### src/rtl/stock_price_table_ctrl.sv
// Stock price table controller: serialises market-feed updates, lookups and
// full-table wipes onto a single-port 512x49 RAM ({valid, price, volume}).
module stock_price_table_ctrl (
  input  logic        axis_aclk,
  input  logic        axis_resetn,
  input  logic        upd_valid,
  output logic        upd_ready,
  input  logic [8:0]  upd_index,
  input  logic [31:0] upd_price,
  input  logic [15:0] upd_vol_delta,
  input  logic        lkp_valid,
  output logic        lkp_ready,
  input  logic [8:0]  lkp_index,
  output logic        lkp_rsp_valid,
  input  logic        lkp_rsp_ready,
  output logic        lkp_rsp_hit,
  output logic [31:0] lkp_rsp_price,
  output logic [15:0] lkp_rsp_vol,
  input  logic        clear_req,
  output logic        clear_busy,
  output logic [8:0]  ram_addr,
  output logic [48:0] ram_din,
  output logic        ram_we,
  input  logic [48:0] ram_dout,
  output logic [31:0] lkp_miss_cnt
);

  typedef enum logic [2:0] {IDLE, RD, EVAL, WR, RSP, CLR} state_t;

  state_t      state_q, state_d;
  logic        op_upd_q, op_upd_d;
  logic [31:0] price_q, price_d;
  logic [15:0] delta_q, delta_d;
  logic [8:0]  ram_addr_q, ram_addr_d;
  logic [48:0] ram_din_q, ram_din_d;
  logic        ram_we_q, ram_we_d;
  logic        rsp_valid_q, rsp_valid_d;
  logic        rsp_hit_q, rsp_hit_d;
  logic [31:0] rsp_price_q, rsp_price_d;
  logic [15:0] rsp_vol_q, rsp_vol_d;
  logic        pend_q, pend_d;
  logic        busy_q, busy_d;
  logic [31:0] miss_q, miss_d;

  logic clr_acc_s, clr_go_s, idle_s, upd_ready_s, lkp_ready_s;

  function automatic logic [15:0] sat_add16(input logic [15:0] a, input logic [15:0] b);
    logic [16:0] sum;
    sum = {1'b0, a} + {1'b0, b};
    return sum[16] ? 16'hFFFF : sum[15:0];
  endfunction

  // A new clear request is only honoured while no wipe is pending or running.
  assign clr_acc_s   = clear_req && !busy_q;
  assign idle_s      = (state_q == IDLE);
  assign clr_go_s    = idle_s && (pend_q || clr_acc_s);
  assign upd_ready_s = axis_resetn && idle_s && !pend_q && !clr_acc_s;
  assign lkp_ready_s = upd_ready_s && !upd_valid;

  // Next-state and datapath decode.
  always_comb begin
    state_d     = state_q;
    op_upd_d    = op_upd_q;
    price_d     = price_q;
    delta_d     = delta_q;
    ram_addr_d  = ram_addr_q;
    ram_din_d   = ram_din_q;
    ram_we_d    = ram_we_q;
    rsp_valid_d = rsp_valid_q;
    rsp_hit_d   = rsp_hit_q;
    rsp_price_d = rsp_price_q;
    rsp_vol_d   = rsp_vol_q;
    pend_d      = pend_q;
    busy_d      = busy_q;
    miss_d      = miss_q;

    if (clr_acc_s) begin
      pend_d = 1'b1;
      busy_d = 1'b1;
    end else begin
      pend_d = pend_q;
    end

    case (state_q)
      IDLE: begin
        if (clr_go_s) begin
          pend_d     = 1'b0;
          ram_we_d   = 1'b1;
          ram_addr_d = 9'd0;
          ram_din_d  = 49'h0;
          state_d    = CLR;
        end else if (upd_valid && upd_ready_s) begin
          op_upd_d   = 1'b1;
          price_d    = upd_price;
          delta_d    = upd_vol_delta;
          ram_addr_d = upd_index;
          ram_we_d   = 1'b0;
          state_d    = RD;
        end else if (lkp_valid && lkp_ready_s) begin
          op_upd_d   = 1'b0;
          ram_addr_d = lkp_index;
          ram_we_d   = 1'b0;
          state_d    = RD;
        end else begin
          state_d = IDLE;
        end
      end
      RD: state_d = EVAL;
      EVAL: begin
        if (op_upd_q) begin
          ram_din_d = {1'b1, price_q,
                       ram_dout[48] ? sat_add16(ram_dout[15:0], delta_q) : delta_q};
          ram_we_d  = 1'b1;
          state_d   = WR;
        end else begin
          rsp_valid_d = 1'b1;
          rsp_hit_d   = ram_dout[48];
          rsp_price_d = ram_dout[47:16];
          rsp_vol_d   = ram_dout[15:0];
          if (!ram_dout[48]) begin
            miss_d = miss_q + 32'd1;
          end else begin
            miss_d = miss_q;
          end
          state_d = RSP;
        end
      end
      WR: begin
        ram_we_d = 1'b0;
        state_d  = IDLE;
      end
      RSP: begin
        if (lkp_rsp_ready) begin
          rsp_valid_d = 1'b0;
          state_d     = IDLE;
        end else begin
          state_d = RSP;
        end
      end
      CLR: begin
        // Stop at the top address instead of wrapping back to 0.
        if (ram_addr_q == 9'd511) begin
          ram_we_d = 1'b0;
          busy_d   = 1'b0;
          state_d  = IDLE;
        end else begin
          ram_addr_d = ram_addr_q + 9'd1;
        end
      end
      default: begin
        ram_we_d = 1'b0;
        state_d  = IDLE;
      end
    endcase
  end

  // State and output registers.
  always_ff @(posedge axis_aclk or negedge axis_resetn) begin
    if (!axis_resetn) begin
      state_q     <= IDLE;
      op_upd_q    <= 1'b0;
      price_q     <= 32'h0;
      delta_q     <= 16'h0;
      ram_addr_q  <= 9'd0;
      ram_din_q   <= 49'h0;
      ram_we_q    <= 1'b0;
      rsp_valid_q <= 1'b0;
      rsp_hit_q   <= 1'b0;
      rsp_price_q <= 32'h0;
      rsp_vol_q   <= 16'h0;
      pend_q      <= 1'b0;
      busy_q      <= 1'b0;
      miss_q      <= 32'h0;
    end else begin
      state_q     <= state_d;
      op_upd_q    <= op_upd_d;
      price_q     <= price_d;
      delta_q     <= delta_d;
      ram_addr_q  <= ram_addr_d;
      ram_din_q   <= ram_din_d;
      ram_we_q    <= ram_we_d;
      rsp_valid_q <= rsp_valid_d;
      rsp_hit_q   <= rsp_hit_d;
      rsp_price_q <= rsp_price_d;
      rsp_vol_q   <= rsp_vol_d;
      pend_q      <= pend_d;
      busy_q      <= busy_d;
      miss_q      <= miss_d;
    end
  end

  assign upd_ready     = upd_ready_s;
  assign lkp_ready     = lkp_ready_s;
  assign lkp_rsp_valid = rsp_valid_q;
  assign lkp_rsp_hit   = rsp_hit_q;
  assign lkp_rsp_price = rsp_price_q;
  assign lkp_rsp_vol   = rsp_vol_q;
  assign clear_busy    = busy_q;
  assign ram_addr      = ram_addr_q;
  assign ram_din       = ram_din_q;
  assign ram_we        = ram_we_q;
  assign lkp_miss_cnt  = miss_q;

endmodule

### config.mk
export PLATFORM = sky130hd
export DESIGN_NAME = stock_price_table_ctrl
export DESIGN_NICKNAME = d
export VERILOG_FILES = /design/src/rtl/stock_price_table_ctrl.sv
export SDC_FILE = /design/constraint.sdc
export NUM_CORES = 1
export LEC_CHECK = 0
export CORE_AREA = 2 2 155 157
export DETAILED_ROUTE_END_ITERATION = 10
export DIE_AREA = 0 0 157 159
export GPL_TIMING_DRIVEN = 0
export HOLD_SLACK_MARGIN = 0.03
export PLACE_DENSITY = 0.62
export SLEW_MARGIN = 20
export SYNTH_ARGS = -nofsm -noshare
export SYNTH_HDL_FRONTEND = slang
export SYNTH_SLANG_ARGS = --single-unit
### constraint.sdc
create_clock -name axis_aclk -period 4.6 [get_ports axis_aclk]
set_input_delay 0.92 -clock axis_aclk [delete_from_list [all_inputs] [get_ports axis_aclk]]
set_output_delay 0.92 -clock axis_aclk [all_outputs]
set_load 0.01 [all_outputs]
==> results of run 1 <==
[per-layer routing]
layer  vias to the layer above  routed length, µm  GRT usage [%]
met5                         -                  0              0
met4                         0                350          4.420
met1                      3508              10740          26.27
li1                       3542                  -              -
met2                       199              11550          32.36
met3                        22               2154          7.104
[worst max-delay path: stages]
cell and delay [ns]:
clkdlybuf4s50_1 0.42, nor2b_1 0.14, nor2_1 0.15, nand3_1 0.28, inv_1 0.20, clkdlybuf4s50_1 0.57
[metrics by stage]
stage / total power, mW / hold slack [ns]
final: 7.732 / 0.3139
after global routing: 8.318 / 0.3042
after CTS: 7.821 / 0.3026
after detailed placement: 6.264 / 0.4590
after global placement: 6.209 / 0.4525
after floorplan: 4.605 / 0.4444
[layout by cell type, fill, tap and decap left out, types with 19 or more instances in the layout]
cell / n
nand3_1: 19
a21oi_1: 30
clkbuf_1: 26
ha_1: 19
mux2_2: 51
dfrtp_1: 195
nand2_1: 279
nor2_1: 34
clkdlybuf4s50_1: 263
xnor2_1: 34
o21ai_0: 51
[power groups by stage]
stage	Combinational [mW]	Sequential, mW	Clock [mW]
global route	3.72	2.95	1.64
global placement	3.32	2.88	0
floorplan	1.56	3.04	0
CTS	3.39	2.86	1.57
finish	3.35	2.86	1.53
detailed placement	3.38	2.89	0
[worst max path at each step]
stage | slack, ns | endpoint | cells past startpoint | from
5_1_grt | 0.78 | upd_ready | 5 | axis_resetn
6_report | 0.99 | upd_ready | 6 | clear_req
2_1_floorplan | 1.71 | ram_din[0] | 9 | ram_dout[0]
3_3_place_gp | -7.89 | upd_ready | 4 | axis_resetn
4_1_cts | 0.93 | upd_ready | 5 | axis_resetn
3_5_place_dp | 0.63 | ram_din[1] | 10 | ram_dout[0]
[state kept, by name, indices dropped and copies added, names as in the netlist]
name           flops
lkp_rsp_price     32
clear_busy         1
price_q           32
lkp_miss_cnt      32
lkp_rsp_hit        1
state_q            3
lkp_rsp_vol       16
ram_addr           9
delta_q           16
op_upd_q           1
ram_we             1
pend_q             1
ram_din           49
lkp_rsp_valid      1
[cells by family (layout without fill, tap and decap cells)]
family,count (synthesis),count (layout)
AOI/OAI and AO/OA,132,132
xor gates and xnor gates,42,42
adders and majority gates,20,20
buffers and inverters,47,345
DFF,195,195
muxes,59,59
and+or+nand+nor,379,379
[layout make-up]
type                            instances  share of cell area (%)
Sequential cell                       195                   39.10
Multi-Input combinational cell        632                   29.65
Timing Repair Buffer                  266                   21.65
Clock buffer                           17                   3.409
Tap cell                              319                   3.198
Clock inverter                         15                   1.464
Buffer                                 40                   1.313
Inverter                                7                  0.2105
==> flow_summary.json, run 1 <==
{
  "fp-row-count": 56,
  "netlist.area_leader.share_pct": 55.63,
  "synth_simple_gate_area_share_pct": 18.27,
  "syn_area_mm2": 0.008771,
  "setup_tns_ns": 0,
  "fin_util_pct": 53.81,
  "worst_pin_slew_ns": 0.9295,
  "first_global_vias": 7310,
  "cts_setup_buffers": 0,
  "ant_nets": 0,
  "root_buffer": "clkbuf_16",
  "reg2reg_to": "ram_din[2]",
  "synth-compound-area-share_pct": 9.330,
  "cts_tree": "built",
  "remaining_drc_errors": 0,
  "max_freq_mhz": 277.3,
  "max-cap-violations": 0,
  "p_int_mw": 4.868,
  "htreeDepth": 4,
  "vias": 7271,
  "fin_area_mm2": 0.01248,
  "async_flop_share_pct": 100.0,
  "port_buffers": 264,
  "cts_made_buffers": 17,
  "yosysMostFrequentCell": "nand2_1",
  "start_util_pct": 37.82,
  "p_sw_mw": 2.864,
  "wl_per_cell_um": 16.63,
  "fp.dieArea_mm2": 0.02496,
  "setup_viol": 0,
  "gp_congestion": 0.8267,
  "path_class": "in -> out",
  "crit_path_start_kind": "input pin",
  "synthTopCellsByArea": "dfrtp_1 56%, nand2_1 12%, mux2_2 6.5%",
  "r2r_setup_slack_ns": 1.60,
  "cts_hold_buf": 0,
  "seqCellArea_mm2": 0.004880,
  "critPathMaxFanout": 7,
  "status": "complete, no violations",
  "grt_max_degree": 90,
  "synth_cells": 874,
  "synth-xor-area-share_pct": 4.194,
  "worstRegToRegCells": 9,
  "drive_above_1_share_pct": 8.703,
  "skew_ns": 0.01216,
  "ios": 265,
  "relSlewSlack_pct": 37.62,
  "first_iter_violations": 332,
  "leakagePower_nw": 5.576,
  "pre_cts_ws_ns": 0.6314,
  "grt_antenna_before_repair": 1,
  "chipHeight_um": 159,
  "rsz0062_at_grt": "no",
  "vias_per_cell": 4.877,
  "p_sw_share_pct": 37.04,
  "yosysTopAreaCell": "dfrtp_1",
  "placed_cell_area_mm2": 0.01187,
  "ctsResizeCount": 0,
  "min_path_type": "in -> async",
  "dp.cells": 1459,
  "clock_latency_ns": 0.43,
  "synth_seq_cells": 195,
  "synth_edf_count": 0,
  "period_needed_ns": 3.606,
  "power_frac_comb_pct": 43.3,
  "hpwlAfterDp_mm": 18.36,
  "synth_nets": 1015,
  "power.density_mw_per_mm2": 619.5,
  "core_region_area_mm2": 0.02319,
  "synthAdderAreaFrac_pct": 2.939,
  "clkPwrFrac_pct": 19.7,
  "synthTopCellsByCount": "279 x nand2_1, 195 x dfrtp_1, 51 x mux2_2, 51 x o21ai_0",
  "fp.dieW_um": 157,
  "finalNonFillerCells": 1491,
  "cp.arrival_ns": 2.69,
  "overflow": 0,
  "num-fill-cells": 2142,
  "syn_area_per_cell_um2": 10.04,
  "final.setup.worst_slack_ns": 0.9939,
  "synth_top_family_by_area": "simple AND/OR/NAND/NOR gates",
  "clock_path_buffers": 2,
  "pwr-share-seq_pct": 37.0,
  "multi_input_comb_area_mm2": 0.003701,
  "synth.distinct_cells": 48,
  "clkSinkCount": 195,
  "ys.warnings.count": 0,
  "nNetsFinal": 1300,
  "slew_violations": 0,
  "synthMuxAreaShare_pct": 7.461,
  "cp.required_ns": 3.68,
  "timing.rr.start": "delta_q[0]",
  "clkTransAtPathRegs_ns": 0.08,
  "grt_use_total_pct": 20.15,
  "period_share_pct": 78.39,
  "syn2layout_area_growth_pct": 42.30,
  "yosysSeqAreaShare_pct": 55.63,
  "first_pass_iters": 4,
  "ir_drop_v": 0.0002654,
  "diodes": 0,
  "hold_violations": 0,
  "grt_pass1_wl_mm": 39.61,
  "end_kind": "primary output",
  "drt-total-wl_mm": 24.80,
  "ys.flop_type": "dfrtp_1"
}
(Power assumes the default switching activity.)
==> inputs of run 2 (changes only) <==
--- a/config.mk
+++ b/config.mk
@@ -10,7 +10,7 @@
 export DIE_AREA = 0 0 157 159
 export GPL_TIMING_DRIVEN = 0
 export HOLD_SLACK_MARGIN = 0.03
-export PLACE_DENSITY = 0.62
+export PLACE_DENSITY = 0.65
 export SLEW_MARGIN = 20
 export SYNTH_ARGS = -nofsm -noshare
 export SYNTH_HDL_FRONTEND = slang
==> constraint.sdc (replaced) <==
create_clock -name axis_aclk -period 3 [get_ports axis_aclk]
set_input_delay 0.6 -clock axis_aclk [delete_from_list [all_inputs] [get_ports axis_aclk]]
set_output_delay 0.6 -clock axis_aclk [all_outputs]
set_load 0.01 [all_outputs]
==> run 2 against run 1 <==
  * First-iteration DRC count increased by 10%
  * Via count decreased by 0.19%
  * Sequential power increased by 53%
  * Sequential cell count unchanged
  * Combinational power increased by 56%
  * Sequential share of layout area decreased by 0.40 points
  * Cell count increased by 0.27%
  * Hold slack got worse by 0.17 ns
  * Cell area increased by 1.0%
  * Setup slack got worse by 0.84 ns
  * Core utilization increased by 0.55 points
  * Highest routed layer is now met5
==> flow_summary.json, run 2 (synthesized netlist as in run 1, its figures left out) <==
{
  "ir_drop_v": 0.0004741,
  "cts_made_buffers": 17,
  "fp-row-count": 56,
  "start_util_pct": 37.82,
  "crit_path_start_kind": "register",
  "final_cell_mix": "279 x nand2_1, 263 x clkdlybuf4s50_1, 195 x dfrtp_1",
  "end_kind": "primary output",
  "chipHeight_um": 159,
  "period_share_pct": 94.99,
  "p_sw_mw": 4.459,
  "slew_violations": 0,
  "first_pass_iters": 4,
  "fp.dieArea_mm2": 0.02496,
  "clkSinkCount": 195,
  "multi_input_comb_area_mm2": 0.003749,
  "max_freq_mhz": 350.9,
  "placed_cell_area_mm2": 0.01187,
  "remaining_drc_errors": 0,
  "critPathMaxFanout": 10,
  "syn2layout_area_growth_pct": 43.75,
  "min_path_type": "in -> async",
  "fp.dieW_um": 157,
  "max-cap-violations": 0,
  "nNetsFinal": 1304,
  "ant_nets": 0,
  "drive_above_1_share_pct": 9.609,
  "setup_tns_ns": 0,
  "drt-total-wl_mm": 25.22,
  "final.setup.worst_slack_ns": 0.1504,
  "vias": 7257,
  "diodes": 0,
  "wl_per_cell_um": 16.87,
  "core_region_area_mm2": 0.02319,
  "num-fill-cells": 2067,
  "pwr-share-seq_pct": 36.5,
  "first_iter_violations": 366,
  "power_frac_comb_pct": 43.3,
  "ios": 265,
  "htreeDepth": 4,
  "cts_tree": "built",
  "grt_pass1_wl_mm": 40.20,
  "fin_area_mm2": 0.01261,
  "seqCellArea_mm2": 0.004880,
  "grt_antenna_before_repair": 1,
  "hpwlAfterDp_mm": 18.30,
  "port_buffers": 264,
  "leakagePower_nw": 5.611,
  "use_met3_pct": 6.342,
  "path_class": "reg -> out",
  "power.density_mw_per_mm2": 955.8,
  "rsz0062_at_grt": "no",
  "setup_viol": 0,
  "finalNonFillerCells": 1495,
  "first_global_vias": 7213,
  "grt_busiest_layer": "met2",
  "period_needed_ns": 2.850,
  "fin_util_pct": 54.36,
  "final_common_cell": "nand2_1",
  "dp.cells": 1459,
  "cp.arrival_ns": 2.25,
  "worst_pin_slew_ns": 0.7068,
  "gp_congestion": 0.8258,
  "clock_path_buffers": 2,
  "clkPwrFrac_pct": 20.3,
  "clkTransAtPathRegs_ns": 0.09,
  "grt_max_degree": 86,
  "grt_use_total_pct": 20.55,
  "p_sw_share_pct": 37.00,
  "use_met2_pct": 32.83,
  "skew_ns": 0.01481,
  "pre_cts_ws_ns": -0.6391,
  "clock_latency_ns": 0.44,
  "use_met1_pct": 27.14,
  "largest_reg_flops": 49,
  "relSlewSlack_pct": 52.68,
  "p_int_mw": 7.593,
  "status": "complete, no violations",
  "hold_violations": 0,
  "cp.required_ns": 2.40,
  "root_buffer": "clkbuf_16",
  "vias_per_cell": 4.854,
  "overflow": 0
}
-- run 2: changes by cell type in the layout (fill, tap and decap cells not counted), moves of 2 or more --
cell and change:
clkinvlp_4 +2, a211oi_1 -2, buf_4 +2, a211oi_2 +2, dlygate4sd3_1 +2, inv_6 -2
-- run 2: layout make-up --
type	count	share of cell area (%)
tap	319	3.166
clock buffer	17	3.374
buffer	40	1.320
clock inverter	15	1.687
timing repair buffer	270	21.81
sequential	195	38.70
inverter	7	0.2084
multi-input combinational	632	29.73
-- run 2: final timing paths --
| path | from | end | slack, ns | cells past startpoint |
|---|---|---|---|---|
| min reg2reg | lkp_miss_cnt[31] | lkp_miss_cnt[31] | 0.47 | 1 |
| max in group asynchronous | axis_resetn | ram_addr[6] | 1.99 | 2 |
| max reg2reg | ram_addr[0] | ram_addr[7] | 0.34 | 9 |
| min | axis_resetn | ram_addr[0] | 0.14 | 2 |
| max | state_q[0] | upd_ready | 0.15 | 5 |
| min in group axis_aclk | lkp_miss_cnt[31] | lkp_miss_cnt[31] | 0.47 | 1 |
-- run 2: metrics by stage --
step / total power, mW / hold WS, ns
finish: 12.05 / 0.1432
global route: 12.92 / 0.1390
CTS: 12.11 / 0.1362
detailed placement: 9.598 / 0.4615
global placement: 9.498 / 0.4505
floorplan: 7.061 / 0.3044
-- run 2: timing repair --
item	in CTS	in global routing
endpoints found under the hold margin	4	0
hold buffers	3	0
setup endpoints to repair	11	14
pin swaps	0	1
buffers inserted	0	1
cloned	0	0
resized for setup	4	8
-- run 2: metal layers --
layer	up-vias	share of wire, %
li1	3544	-
met1	3446	43
met2	235	46
met3	30	8.5
met4	2	1.7
met5	-	0.071
-- run 2: power groups by stage --
stage	Sequential, mW	Combinational, mW	Clock, mW
2_1_floorplan	4.67	2.39	0
3_3_place_gp	4.42	5.07	0
3_5_place_dp	4.44	5.16	0
4_1_cts	4.40	5.21	2.49
5_1_grt	4.55	5.76	2.61
6_report	4.39	5.21	2.44
-- run 2: worst max-delay path, cell delays in order, from the launching register on --
cell and delay [ns]:
dfrtp_1 0.36, buf_2 0.19, nor3_2 0.31, nand3_2 0.24, inv_1 0.16, clkdlybuf4s50_1 0.56
==> inputs of run 3 (changes only) <==
--- a/config.mk
+++ b/config.mk
@@ -5,6 +5,7 @@
 export SDC_FILE = /design/constraint.sdc
 export NUM_CORES = 1
 export LEC_CHECK = 0
+export CAP_MARGIN = 25
 export CORE_AREA = 2 2 155 157
 export DETAILED_ROUTE_END_ITERATION = 10
 export DIE_AREA = 0 0 157 159
==> results of run 3 <==
Same layout as run 2: the final DEF is identical, and so are final timing and power.
